### config.mk
export PLATFORM = sky130hd
export DESIGN_NAME = hazard_scoreboard
export DESIGN_NICKNAME = d
export VERILOG_FILES = /design/src/rtl/pipe_pkg.sv /design/src/rtl/mdu_busy_counter.sv /design/src/rtl/hazard_scoreboard.sv
export SDC_FILE = /design/constraint.sdc
export NUM_CORES = 1
export LEC_CHECK = 0
export ABC_AREA = 0
export CORE_UTILIZATION = 39
export CTS_CLUSTER_DIAMETER = 60
export DETAILED_ROUTE_END_ITERATION = 7
export PLACE_DENSITY = 0.81
export SLEW_MARGIN = 15
export SYNTH_ARGS = -nofsm -noshare
export SYNTH_HDL_FRONTEND = slang
export SYNTH_SLANG_ARGS = --single-unit
### constraint.sdc
create_clock -name clk -period 2.6 [get_ports clk]
set_input_delay 0.52 -clock clk [delete_from_list [all_inputs] [get_ports clk]]
set_output_delay 0.52 -clock clk [all_outputs]
set_load 0.005 [all_outputs]
### src/rtl/pipe_pkg.sv
// -----------------------------------------------------------------------------
// pipe_pkg
// Shared types for the 5-stage pipeline hazard scoreboard.
//   REG_W          : GPR number width
//   MDU_CNT_W      : width of the HI/LO pending counter (latency 1..15)
//   slot_t         : one in-flight writer entry {valid, rd, regwrite, is_load}
//   stall_reason_e : why decode is held, kept for debug visibility
//   slot_writes()  : effective GPR write of a slot (register 0 never tracked)
// -----------------------------------------------------------------------------
package pipe_pkg;

  localparam int REG_W     = 5;
  localparam int MDU_CNT_W = 4;

  typedef struct packed {
    logic             valid;
    logic [REG_W-1:0] rd;
    logic             regwrite;
    logic             is_load;
  } slot_t;

  typedef enum logic [1:0] {
    STALL_NONE     = 2'd0,
    STALL_LOAD_USE = 2'd1,
    STALL_MDU      = 2'd2
  } stall_reason_e;

  function automatic logic slot_writes(input slot_t s);
    return s.valid && s.regwrite && (s.rd != {REG_W{1'b0}});
  endfunction

endpackage

### src/rtl/mdu_busy_counter.sv
// -----------------------------------------------------------------------------
// mdu_busy_counter
// Down-counter tracking how long the multi-cycle multiply/divide unit still
// needs before HI/LO is valid. Loading restarts the count at LATENCY; the
// count then decrements once per cycle until it reaches zero.
// Ports:
//   clk  in  pipeline clock
//   rst  in  synchronous active-high reset (clears the count)
//   load in  MDU instruction actually issued this cycle
//   busy out HI/LO result pending (count != 0), derived from a register only
// -----------------------------------------------------------------------------
module mdu_busy_counter
  import pipe_pkg::*;
#(
  parameter int LATENCY = 4
) (
  input  logic clk,
  input  logic rst,
  input  logic load,
  output logic busy
);

  logic [MDU_CNT_W-1:0] cnt;

  // Count register: load has priority over decrement, idle at zero.
  always_ff @(posedge clk) begin
    if (rst) begin
      cnt <= {MDU_CNT_W{1'b0}};
    end else if (load) begin
      cnt <= MDU_CNT_W'(LATENCY);
    end else if (cnt != {MDU_CNT_W{1'b0}}) begin
      cnt <= cnt - {{(MDU_CNT_W-1){1'b0}}, 1'b1};
    end else begin
      cnt <= cnt;
    end
  end

  assign busy = (cnt != {MDU_CNT_W{1'b0}});

endmodule

### src/rtl/hazard_scoreboard.sv
// -----------------------------------------------------------------------------
// hazard_scoreboard
// Tracks in-flight GPR writers through EX, MEM and WB, publishes the EX/MEM and
// MEM/WB destination tags used by forwarding, and raises a decode stall for
// load-use hazards and (optionally) HI/LO access while the MDU is busy.
//
// Build option: define HAZARD_SCOREBOARD_MDU_EN to include the MDU busy
// counter, mdu_busy and the MDU stall. Without it mdu_busy is 0 and
// id_is_mdu / id_reads_hilo are ignored.
//
// Ports:
//   clk, rst                    clock, synchronous active-high reset
//   id_valid                    ID holds a real instruction
//   id_rs, id_rt, id_uses_rs/rt source registers and whether they are read
//   id_rd, id_regwrite          destination and GPR write enable
//   id_is_load                  load (result only after MEM)
//   id_is_mdu, id_reads_hilo    mult/div issue, mfhi/mflo
//   flush                       kill the instruction in ID
//   stall                       hold PC and IF/ID, bubble into ID/EX (comb)
//   exmem_rd/_regwrite          MEM-slot writer (registered)
//   memwb_rd/_regwrite          WB-slot writer (registered)
//   mdu_busy                    HI/LO result pending (registered)
// -----------------------------------------------------------------------------
module hazard_scoreboard
  import pipe_pkg::*;
#(
  parameter int MDU_LATENCY = 4
) (
  input  logic       clk,
  input  logic       rst,
  input  logic       id_valid,
  input  logic [4:0] id_rs,
  input  logic [4:0] id_rt,
  input  logic       id_uses_rs,
  input  logic       id_uses_rt,
  input  logic [4:0] id_rd,
  input  logic       id_regwrite,
  input  logic       id_is_load,
  input  logic       id_is_mdu,
  input  logic       id_reads_hilo,
  input  logic       flush,
  output logic       stall,
  output logic [4:0] exmem_rd,
  output logic       exmem_regwrite,
  output logic [4:0] memwb_rd,
  output logic       memwb_regwrite,
  output logic       mdu_busy
);

  slot_t         ex_slot;
  slot_t         mem_slot;
  slot_t         wb_slot;
  slot_t         new_slot;
  slot_t         ex_clean;
  logic          issue;
  logic          load_use;
  logic          mdu_stall;
  stall_reason_e stall_reason;

  assign issue = id_valid && !stall && !flush;

  // Build the entry entering EX; a bubble when nothing issues.
  always_comb begin
    new_slot = '0;
    if (issue) begin
      new_slot.valid    = 1'b1;
      new_slot.rd       = id_rd;
      new_slot.regwrite = id_regwrite;
      new_slot.is_load  = id_is_load;
    end else begin
      new_slot = '0;
    end
  end

  // EX entry reduced to its effective write so MEM/WB outputs read 0 when idle.
  always_comb begin
    ex_clean          = ex_slot;
    ex_clean.regwrite = slot_writes(ex_slot);
    if (slot_writes(ex_slot)) begin
      ex_clean.rd = ex_slot.rd;
    end else begin
      ex_clean.rd = {REG_W{1'b0}};
    end
  end

  // Three-slot shift pipeline EX -> MEM -> WB.
  always_ff @(posedge clk) begin
    if (rst) begin
      ex_slot  <= '0;
      mem_slot <= '0;
      wb_slot  <= '0;
    end else begin
      ex_slot  <= new_slot;
      mem_slot <= ex_clean;
      wb_slot  <= mem_slot;
    end
  end

  assign exmem_rd       = mem_slot.rd;
  assign exmem_regwrite = mem_slot.regwrite;
  assign memwb_rd       = wb_slot.rd;
  assign memwb_regwrite = wb_slot.regwrite;

  // Load-use: the load in EX has no result until after MEM, so ID must wait.
  always_comb begin
    load_use = 1'b0;
    if (id_valid && ex_slot.valid && ex_slot.is_load &&
        (ex_slot.rd != {REG_W{1'b0}}) &&
        ((id_uses_rs && (ex_slot.rd == id_rs)) ||
         (id_uses_rt && (ex_slot.rd == id_rt)))) begin
      load_use = 1'b1;
    end else begin
      load_use = 1'b0;
    end
  end

`ifdef HAZARD_SCOREBOARD_MDU_EN
  mdu_busy_counter #(
    .LATENCY (MDU_LATENCY)
  ) u_mdu_busy_counter (
    .clk  (clk),
    .rst  (rst),
    .load (issue && id_is_mdu),
    .busy (mdu_busy)
  );

  assign mdu_stall = id_valid && mdu_busy && (id_is_mdu || id_reads_hilo);
`else
  logic unused_mdu_inputs;
  assign unused_mdu_inputs = id_is_mdu ^ id_reads_hilo;
  assign mdu_busy          = 1'b0;
  assign mdu_stall         = 1'b0;
`endif

  // Stall cause; reset and flush override any hazard.
  always_comb begin
    stall_reason = STALL_NONE;
    if (rst || flush) begin
      stall_reason = STALL_NONE;
    end else if (load_use) begin
      stall_reason = STALL_LOAD_USE;
    end else if (mdu_stall) begin
      stall_reason = STALL_MDU;
    end else begin
      stall_reason = STALL_NONE;
    end
  end

  assign stall = (stall_reason != STALL_NONE);

endmodule

Yosys cells after proc, flatten, opt, wreduce, memory -nomap -nowiden --
Index checks and enable logic that the tools add are counted.
Cells by class: bitwise gates (word level) 2, muxes and demuxes 4, eq/ne operators 2, reduce and logical (&&, ||, !) cells 18
Operators by type and width (number):
- equality test 5 bit | 2
- logical AND 1 bit | 10
- two-way mux 8 bit | 1
- nonzero test 5 bit | 1
- OR reduction 2 bit | 2
- two-way mux 1 bit | 3
- logical NOT 1 bit | 2
- logical OR 1 bit | 2
- inverter 1 bit | 2
- nonzero test 2 bit | 1
Storage, ports and cells: output and inout port bits 14, bits of input ports 25, register bits 20, logic and storage cells 34

Depth between registers and ports, before layout --
Gate-level depths: netlist of the first run.
depth in word-level cells 13, mapped depth 4, gate-level depth less buffers 4

Worst setup path before layout of the first run --
Ideal clock, no wire load.
path type input to output, start input id_rt[2], end output stall, required time 2.080 ns, arrival time 1.382 ns, stages 4, buffers on the path 0, path slack 0.698 ns, cell sequence xnor2_1 nand4_1 o22ai_1 and3_1
On the way: longest elaborated chain between the ends 8
RTL lines:
- start, declared | line hazard_scoreboard.sv:33 | input logic [4:0] id_rt,
- equality test 5 bit | line hazard_scoreboard.sv:110 | (id_uses_rt && (ex_slot.rd == id_rt)))) begin
- logical AND 1 bit | line hazard_scoreboard.sv:110
- logical OR 1 bit | line hazard_scoreboard.sv:109 | ((id_uses_rs && (ex_slot.rd == id_rs)) ||
- logical AND 1 bit | line hazard_scoreboard.sv:108 | (ex_slot.rd != {REG_W{1'b0}}) &&
- two-way mux 1 bit | line hazard_scoreboard.sv:107 | if (id_valid && ex_slot.valid && ex_slot.is_load &&
- two-way mux 1 bit | line hazard_scoreboard.sv:140 | end else if (load_use) begin
- two-way mux 1 bit | line hazard_scoreboard.sv:138 | if (rst || flush) begin
- nonzero test 2 bit | line hazard_scoreboard.sv:149 | assign stall = (stall_reason != STALL_NONE);
- end, declared | line hazard_scoreboard.sv:42 | output logic stall,
Every way passes these cells.

Worst setup path after layout of the first run --
start register ex_slot[4] (netlist bit), end output stall
On the way: longest elaborated chain between the ends 8, elaborated cells on any way between the ends 12, classes of those cells eq/ne: 2; mux: 3; reduce/logical: 7
RTL lines:
- start, declared | line hazard_scoreboard.sv:50 | slot_t ex_slot;
- start signal, assigned | line hazard_scoreboard.sv:93 | ex_slot <= new_slot;
- equality test 5 bit (on tied branches) | line hazard_scoreboard.sv:109, hazard_scoreboard.sv:110
- logical AND 1 bit (on tied branches) | line hazard_scoreboard.sv:109, hazard_scoreboard.sv:110
- logical OR 1 bit | line hazard_scoreboard.sv:109
- logical AND 1 bit (*) | line hazard_scoreboard.sv:108
- two-way mux 1 bit (*) | line hazard_scoreboard.sv:107
- two-way mux 1 bit (*) | line hazard_scoreboard.sv:140
- two-way mux 1 bit (*) | line hazard_scoreboard.sv:138
- nonzero test 2 bit (*) | line hazard_scoreboard.sv:149
Mark *: on every way between the ends. The rest lies on a longest branch, timed or not.

==> summary.md, run 1 <==
| Metric | Value |
|---|---|
| Synth Area in Adders | `0%` |
| RSZ-0062 raised after global routing | `false` |
| Max-slew violation count | `0` |
| CP cell instances | `or4_1 > o21ai_1 > nor2_1 > and3_1 > dlygate4sd2_1` |
| PD cells | `473 nW/µm²` |
| Die X-Extent | `44.8 µm` |
| Vias per cell | `4.49` |
| Crit path buffers/inverters | `1` |
| Fill cell count | `152` |
| Gpl congestion | `0.736` |
| Worst Reg-to-Reg Cells | `5` |
| Clk Tree Root Cell | `clkbuf_4` |
| Complex-gate fraction of the synthesized area | `7.18%` |
| CP max stage cell | `or4_1` |
| Share of layout cells above drive strength 1 | `under 10%` |
| Multiplexer share of the synthesized area | `0%` |
| Final setup TNS | `0 ps` |
| Final min period | `2420 ps` |
| Type of the worst min-delay path | `flip-flop to flip-flop` |
| Hold EP | `memwb_regwrite` |
| Crit path required time | `2080 ps` |
| Peak supply drop | `roughly 240 µV` |
| RR Startpoint | `ex_slot[4]` |
| Largest net degree at the start of global routing | `12` |
| Initial antenna violation count | `0` |
| Clk buf depth | `2` |
| Met1 WL | `602 µm` |
| FMAX | `0.413 GHz` |
| Gr ovfl total | `0` |
| Initial core utilization | `41.4%` |
| R2R Setup Slk | `around 1000 ps` |
| DR DRC count | `0` |
| Flops & latches, synth | `20` |
| DR vias | `624` |
| # rows | `15` |
| Vias in the first global route | `around 600` |
| Worst-path clk slew | `100 ps` |
| RR Endpoint | `ex_slot[2]` |
| Share of the synthesized area in the top cell type | `a little under three fifths` |
| Syn_area_per_cell | `9.92 µm²` |
| Simple-Gate Fraction of Synth Area | `22.4%` |
| Die Ht | `between 40 and 50 µm` |
| Post-Route WL | `1480 µm` |
| WP data arrival | `~1900 ps` |
| Buffers on Ports | `35` |
| Global Route Usage Sum | `16.8%` |
| CTS Sinks | `20` |
| Post-CTS sizing | `2` |
| Synth Cell Area | `714 µm²` |
| Clk Latency, worst-skew pair | `290 ps` |
| Yosys warns | `0` |
| Syn nets | `97` |
| Seq/Total Area, Yosys | `a little under three fifths` |
| Critical path startpoint | `ex_slot[4]` |
| Tcrit/Tclk final | `a little over 90%` |
| Met3 WL | `85 µm` |
| Status | `complete, no violations` |
| Worst setup SP type | `flip-flop` |
| Post-synthesis xor/xnor area fraction | `12.3%` |
| Area Overhead vs Synth | `62.9%` |
| Hold depth | `1` |
| N_diodes | `0` |
| Antenna viol nets, final | `0` |
| Kind of critical path | `flip-flop to primary output` |
| Hold_buf cts | `0` |
| Nets | `140` |
| Crit-path max cell delay | `530 ps` |
| First-pass GRT wire length | `2390 µm` |
| Final Hold Viols | `0` |
| CTS tree | `done` |
| HPWL Detailed | `approximately 1200 µm` |
| H-tree depth | `1` |
| CP top delay family | `simple AND/OR/NAND/NOR gates` |
| WL met2 | `774 µm` |
| Clock buffer count from CTS | `3` |
| Synth Instances | `72` |
| Lkg Pwr | `~0.44 nW` |
| Top cells by area, synth | `dfxtp_1 56%, xnor2_1 12%, a21oi_1 5.6%` |
| Max Cap Viol | `0` |
| Worst-path fanout max | `4` |
| Post-synth cell types | `17` |
| Crit. End Element | `primary output` |
| Die Area | `2010 µm²` |
| Cell taking the most area after synthesis | `dfxtp_1` |
| Core area | `1730 µm²` |
| Drt first pass iters | `3` |
| Hold Crit Start | `exmem_regwrite` |
| Final setup vio count | `0` |
| I/O pins | `39` |
| # Post-CTS Setup Buffers | `0` |
| Setup Skew | `0.743 ps` |
| Final core utilization | `67.4%` |
| Detailed Route Iter0 Violations | `4` |
| Top routing layer used | `met4` |
| Main combinational cell family by area after synthesis | `simple AND/OR/NAND/NOR gates` |
| Wirelength per Cell | `~11 µm` |
synthesized netlist by cell type:
master,number
xnor2_1,10
a21oi_1,8
and3_1,1
or4_1,1
buf_4,1
nand3_1,7
nand2_1,4
nor2_1,2
o22ai_1,1
o21ai_1,1
nor2b_1,6
nor3b_1,1
clkbuf_1,1
conb_1,1
dfxtp_1,20
and2_1,5
nand4_1,2
layout make-up:
type	instances	area [µm²]	area share, %
clock buffers	4	36.3	3.12
multi-input cells	50	309	26.6
flip-flops and latches	20	400	34.4
well taps	25	31.3	2.69
repair buffers	40	387	33.2
how the worst max path moves through the flow:
stage	end	cells after the start
2_1_floorplan	stall	4
3_3_place_gp	stall	6
3_5_place_dp	stall	6
4_1_cts	stall	5
5_1_grt	stall	5
6_report	stall	5
through the flow:
step	cell area (µm²)	power, W	setup WS [ps]	hold WS (ps)	std cells
after floorplan	714	0.000341	698	460	72
after global routing	1160	0.000567	89.7	493	139
final	1160	0.000550	178	472	139
after detailed placement	1120	0.000383	-91.6	462	135
after global placement	1120	0.000381	-63.0	448	135
after CTS	1160	0.000555	155	476	139
logic make-up after synthesis:
logic type / Yosys count
other: 1
AND/OR/NAND/NOR: 29
flip-flops: 20
AO/OA/AOI/OAI: 10
buffers and inverters: 2
XOR/XNOR: 10
power by group:
group	switching, W	internal, W	leakage [nW]
Clock	0.0000882	0.0000853	0.0210
Combinational	0.0000197	0.0000442	0.257
Sequential	0.00000319	0.000310	0.162
Total	0.000111	0.000439	0.439
worst register-to-register path, cell delays in order (launching register included):
cell and delay [ps]:
dfxtp_1 360, or4_1 530, o21ai_1 190, nor2_1 90, buf_4 160, a21oi_1 160
layer usage:
| layer | global-route usage (%) | up-vias |
|---|---|---|
| li1 | - | 327 |
| met3 | 4.00 | 2 |
| met5 | 0 | - |
| met2 | 31.5 | 30 |
| met1 | 17.0 | 265 |
| met4 | 9.09 | 0 |
flip-flops by register name, indices dropped and copies added (netlist names):
name and cells:
ex_slot 6, memwb_regwrite 1, exmem_rd 5, memwb_rd 5
ex_clean 2, exmem_regwrite 1
placed cells by master (no fill, tap or decap):
cell type | synthesis | routed
a21oi_1 | 8 | 8
and2_1 | 5 | 5
and3_1 | 1 | 1
buf_4 | 1 | 5
clkbuf_4 | 0 | 3
clkbuf_8 | 0 | 1
clkdlybuf4s50_1 | 0 | 34
conb_1 | 1 | 1
dfxtp_1 | 20 | 20
dlygate4sd2_1 | 0 | 1
nand2_1 | 4 | 4
nand3_1 | 7 | 7
nand4_1 | 2 | 2
nor2_1 | 2 | 2
nor2b_1 | 6 | 6
nor3b_1 | 1 | 1
o21ai_1 | 1 | 1
o22ai_2 | 0 | 1
or4_1 | 1 | 1
xnor2_1 | 10 | 10
Power figures use the tool's default switching activity.
==> inputs of run 2 (changes only) <==
--- a/config.mk
+++ b/config.mk
@@ -10,7 +10,7 @@
 export CTS_CLUSTER_DIAMETER = 60
 export DETAILED_ROUTE_END_ITERATION = 7
 export PLACE_DENSITY = 0.81
-export SLEW_MARGIN = 15
+export SLEW_MARGIN = 25
 export SYNTH_ARGS = -nofsm -noshare
 export SYNTH_HDL_FRONTEND = slang
 export SYNTH_SLANG_ARGS = --single-unit
==> results of run 2 <==
Final layout, timing and power as in run 1 (identical DEF).
==> inputs of run 3 (changes only) <==
--- a/config.mk
+++ b/config.mk
@@ -6,10 +6,12 @@
 export NUM_CORES = 1
 export LEC_CHECK = 0
 export ABC_AREA = 0
-export CORE_UTILIZATION = 39
+export CORE_MARGIN = 2
+export CORE_UTILIZATION = 42
+export CTS_BUF_LIST = sky130_fd_sc_hd__clkbuf_8
 export CTS_CLUSTER_DIAMETER = 60
 export DETAILED_ROUTE_END_ITERATION = 7
-export PLACE_DENSITY = 0.81
+export PLACE_DENSITY = 0.86
 export SLEW_MARGIN = 25
 export SYNTH_ARGS = -nofsm -noshare
 export SYNTH_HDL_FRONTEND = slang
==> summary.md, run 3 (synthesis results as in run 1) <==
| Metric | Value |
|---|---|
| Clock buffer count from CTS | `3 (unchanged)` |
| Crit-path max cell delay | `470 ps (-60 ps)` |
| Final setup vio count | `0 (unchanged)` |
| Die Ht | `45.2 µm (+0.99%)` |
| Crit path depth | `6 (+1)` |
| Area Overhead vs Synth | `63.9%` |
| Share of layout cells above drive strength 1 | `8.77% (unchanged)` |
| Vias in the first global route | `630 (+3.8%)` |
| Drt first pass iters | `4 (+1)` |
| WP data arrival | `1830 ps (-70 ps)` |
| Vias per cell | `4.83 (+7.6%)` |
| I/O pins | `39 (unchanged)` |
| Setup Skew | `0.740 ps (-0.00325 ps)` |
| Status | `complete, no violations` |
| Wirelength per Cell | `11.4 µm (+6.7%)` |
| N_diodes | `0 (unchanged)` |
| DR vias | `628 (+0.64%)` |
| HPWL Detailed | `1260 µm (+5.8%)` |
| RSZ-0062 raised after global routing | `false` |
| Crit. End Element | `primary output` |
| Antenna viol nets, final | `0 (unchanged)` |
| Detailed Route Iter0 Violations | `6 (+2)` |
| First-pass GRT wire length | `2410 µm (+0.88%)` |
| Clk Tree Root Cell | `clkbuf_8` |
| Worst-path fanout max | `2 (-2)` |
| RR Startpoint | `ex_slot[4]` |
| Hold Slack | `465 ps (-6.97 ps)` |
| Worst setup margin | `255 ps (+76.2 ps)` |
| Hold_buf cts | `0 (unchanged)` |
| Kind of critical path | `input port to primary output` |
| Worst Reg-to-Reg Cells | `5 (unchanged)` |
| Crit path buffers/inverters | `2 (+1)` |
| FMAX | `0.426 GHz (+3.2%)` |
| Commonest non-fill, non-tap cell in the layout | `clkdlybuf4s50_1` |
| Critical path startpoint | `id_rt[4]` |
| Final Hold Viols | `0 (unchanged)` |
| Max-slew violation count | `0 (unchanged)` |
| Die X-Extent | `45.2 µm (+0.99%)` |
| Lkg Pwr | `0.447 nW (+1.8%)` |
| Tcrit/Tclk final | `90.2% (-2.9 points)` |
| Place WS | `-59.6 ps (+32.0 ps)` |
| CP cell instances | `clkdlybuf4s50_1 > xnor2_1 > nand4_1 > o22ai_2 > and3_1 > dlygate4sd2_1` |
| Core area | `1560 µm² (-9.7%)` |
| Max Cap Viol | `0 (unchanged)` |
| Peak supply drop | `328 µV (+38%)` |
| Clk buf depth | `2 (unchanged)` |
| Gr ovfl total | `0 (unchanged)` |
| Biggest register | `ex_slot` |
| Placed cells | `126 (-6.7%)` |
| CTS Sinks | `20 (unchanged)` |
| Type of the worst min-delay path | `flip-flop to flip-flop` |
| DR DRC count | `0 (unchanged)` |
| Most frequent cells in the layout | `34 x clkdlybuf4s50_1, 20 x dfxtp_1, 10 x xnor2_1, 8 x a21oi_1, 7 x nand3_1` |
| Crit path required time | `2080 ps (about the same)` |
| Initial antenna violation count | `0 (unchanged)` |
| Die Area | `2050 µm² (+2.0%)` |
| H-tree depth | `1 (unchanged)` |
| Clk Latency, worst-skew pair | `250 ps (-40 ps)` |
| Post-Layout Cell Count | `130 (-6.5%)` |
| Global Route Usage Sum | `16.5% (-0.33 points)` |
| Initial core utilization | `45.8% (+4.4 points)` |
| CP max stage cell | `clkdlybuf4s50_1` |
| Buffers on Ports | `35 (unchanged)` |
| Final min period | `2350 ps (-76.2 ps)` |
| PD cells | `513 nW/µm² (+8.4%)` |
| Post-route cell area | `1170 µm² (+0.64%)` |
| # rows | `14 (-1)` |
| CTS tree | `done` |
| Worst setup SP type | `input port` |
| Gpl congestion | `0.722 (-1.8%)` |
| Worst-path clk slew | `70 ps (-30 ps)` |
| RR Endpoint | `ex_slot[5]` |
| R2R Setup Slk | `1080 ps (+50 ps)` |
| Worst Setup EP | `stall` |
| Placed Area | `1110 µm² (-1.0%)` |
| Nets | `140 (unchanged)` |
| CP top delay family | `buffers and inverters` |
| Post-Route WL | `1480 µm (-0.20%)` |
| Largest net degree at the start of global routing | `12 (unchanged)` |
| Max FFs per register | `6 (unchanged)` |
[run 3: cell counts in the layout (fill, tap and decap cells not counted)]
Identical to the previous run, type by type.
[run 3: area by class of cell]
type | count | area [µm²]
flip-flops and latches | 20 | 400
fillers | 118 | 388
repair buffers | 40 | 387
multi-input cells | 50 | 309
clock buffers | 4 | 55.1
well taps | 16 | 20.0
[run 3: power by group]
| part | switching [W] | leakage (nW) | internal, W |
|---|---|---|---|
| registers | 0.00000320 | 0.162 | 0.000310 |
| clock network | 0.0000895 | 0.0288 | 0.000134 |
| logic | 0.0000195 | 0.257 | 0.0000442 |
| total | 0.000112 | 0.447 | 0.000488 |
[run 3: how the worst min path moves through the flow]
stage | startpoint | endpoint | slack [ps] | cells after the start
final | exmem_regwrite | memwb_regwrite | 470 | 1
after global routing | exmem_regwrite | memwb_regwrite | 480 | 1
after CTS | exmem_regwrite | memwb_regwrite | 470 | 1
after detailed placement | exmem_regwrite | memwb_regwrite | 460 | 1
after global placement | exmem_rd[4] | memwb_rd[4] | 450 | 1
after floorplan | exmem_rd[0] | memwb_rd[0] | 460 | 1
[run 3: worst reg2reg max path, cell delays in order, from the launching register on]
cell	delay [ps]
dfxtp_1	350
or4_1	540
o21ai_1	180
nor2_1	80
buf_4	160
a21oi_1	150
[run 3: stage by stage]
stage | util [%] | TNS (ps) | total power, W
6_report | 75.1 | 0 | 0.000601
5_1_grt | 75.1 | 0 | 0.000623
4_1_cts | 75.1 | 0 | 0.000605
3_5_place_dp | 71.3 | -59.6 | 0.000383
3_3_place_gp | 71.3 | -54.4 | 0.000382
2_1_floorplan | - | 0 | 0.000341
[run 3: timing repair]
item / in CTS / in global routing
setup endpoints to repair: 1 / 0
setup buffers: 0 / 0
gates resized for setup: 2 / 0
[run 3: metal layers]
layer	GRT usage (%)	vias to the layer above	part of all wire [%]
li1	-	322	-
met1	15.7	277	39
met2	33.4	29	55
met3	2.80	0	6.5
met4	7.06	0	0
met5	0	-	0
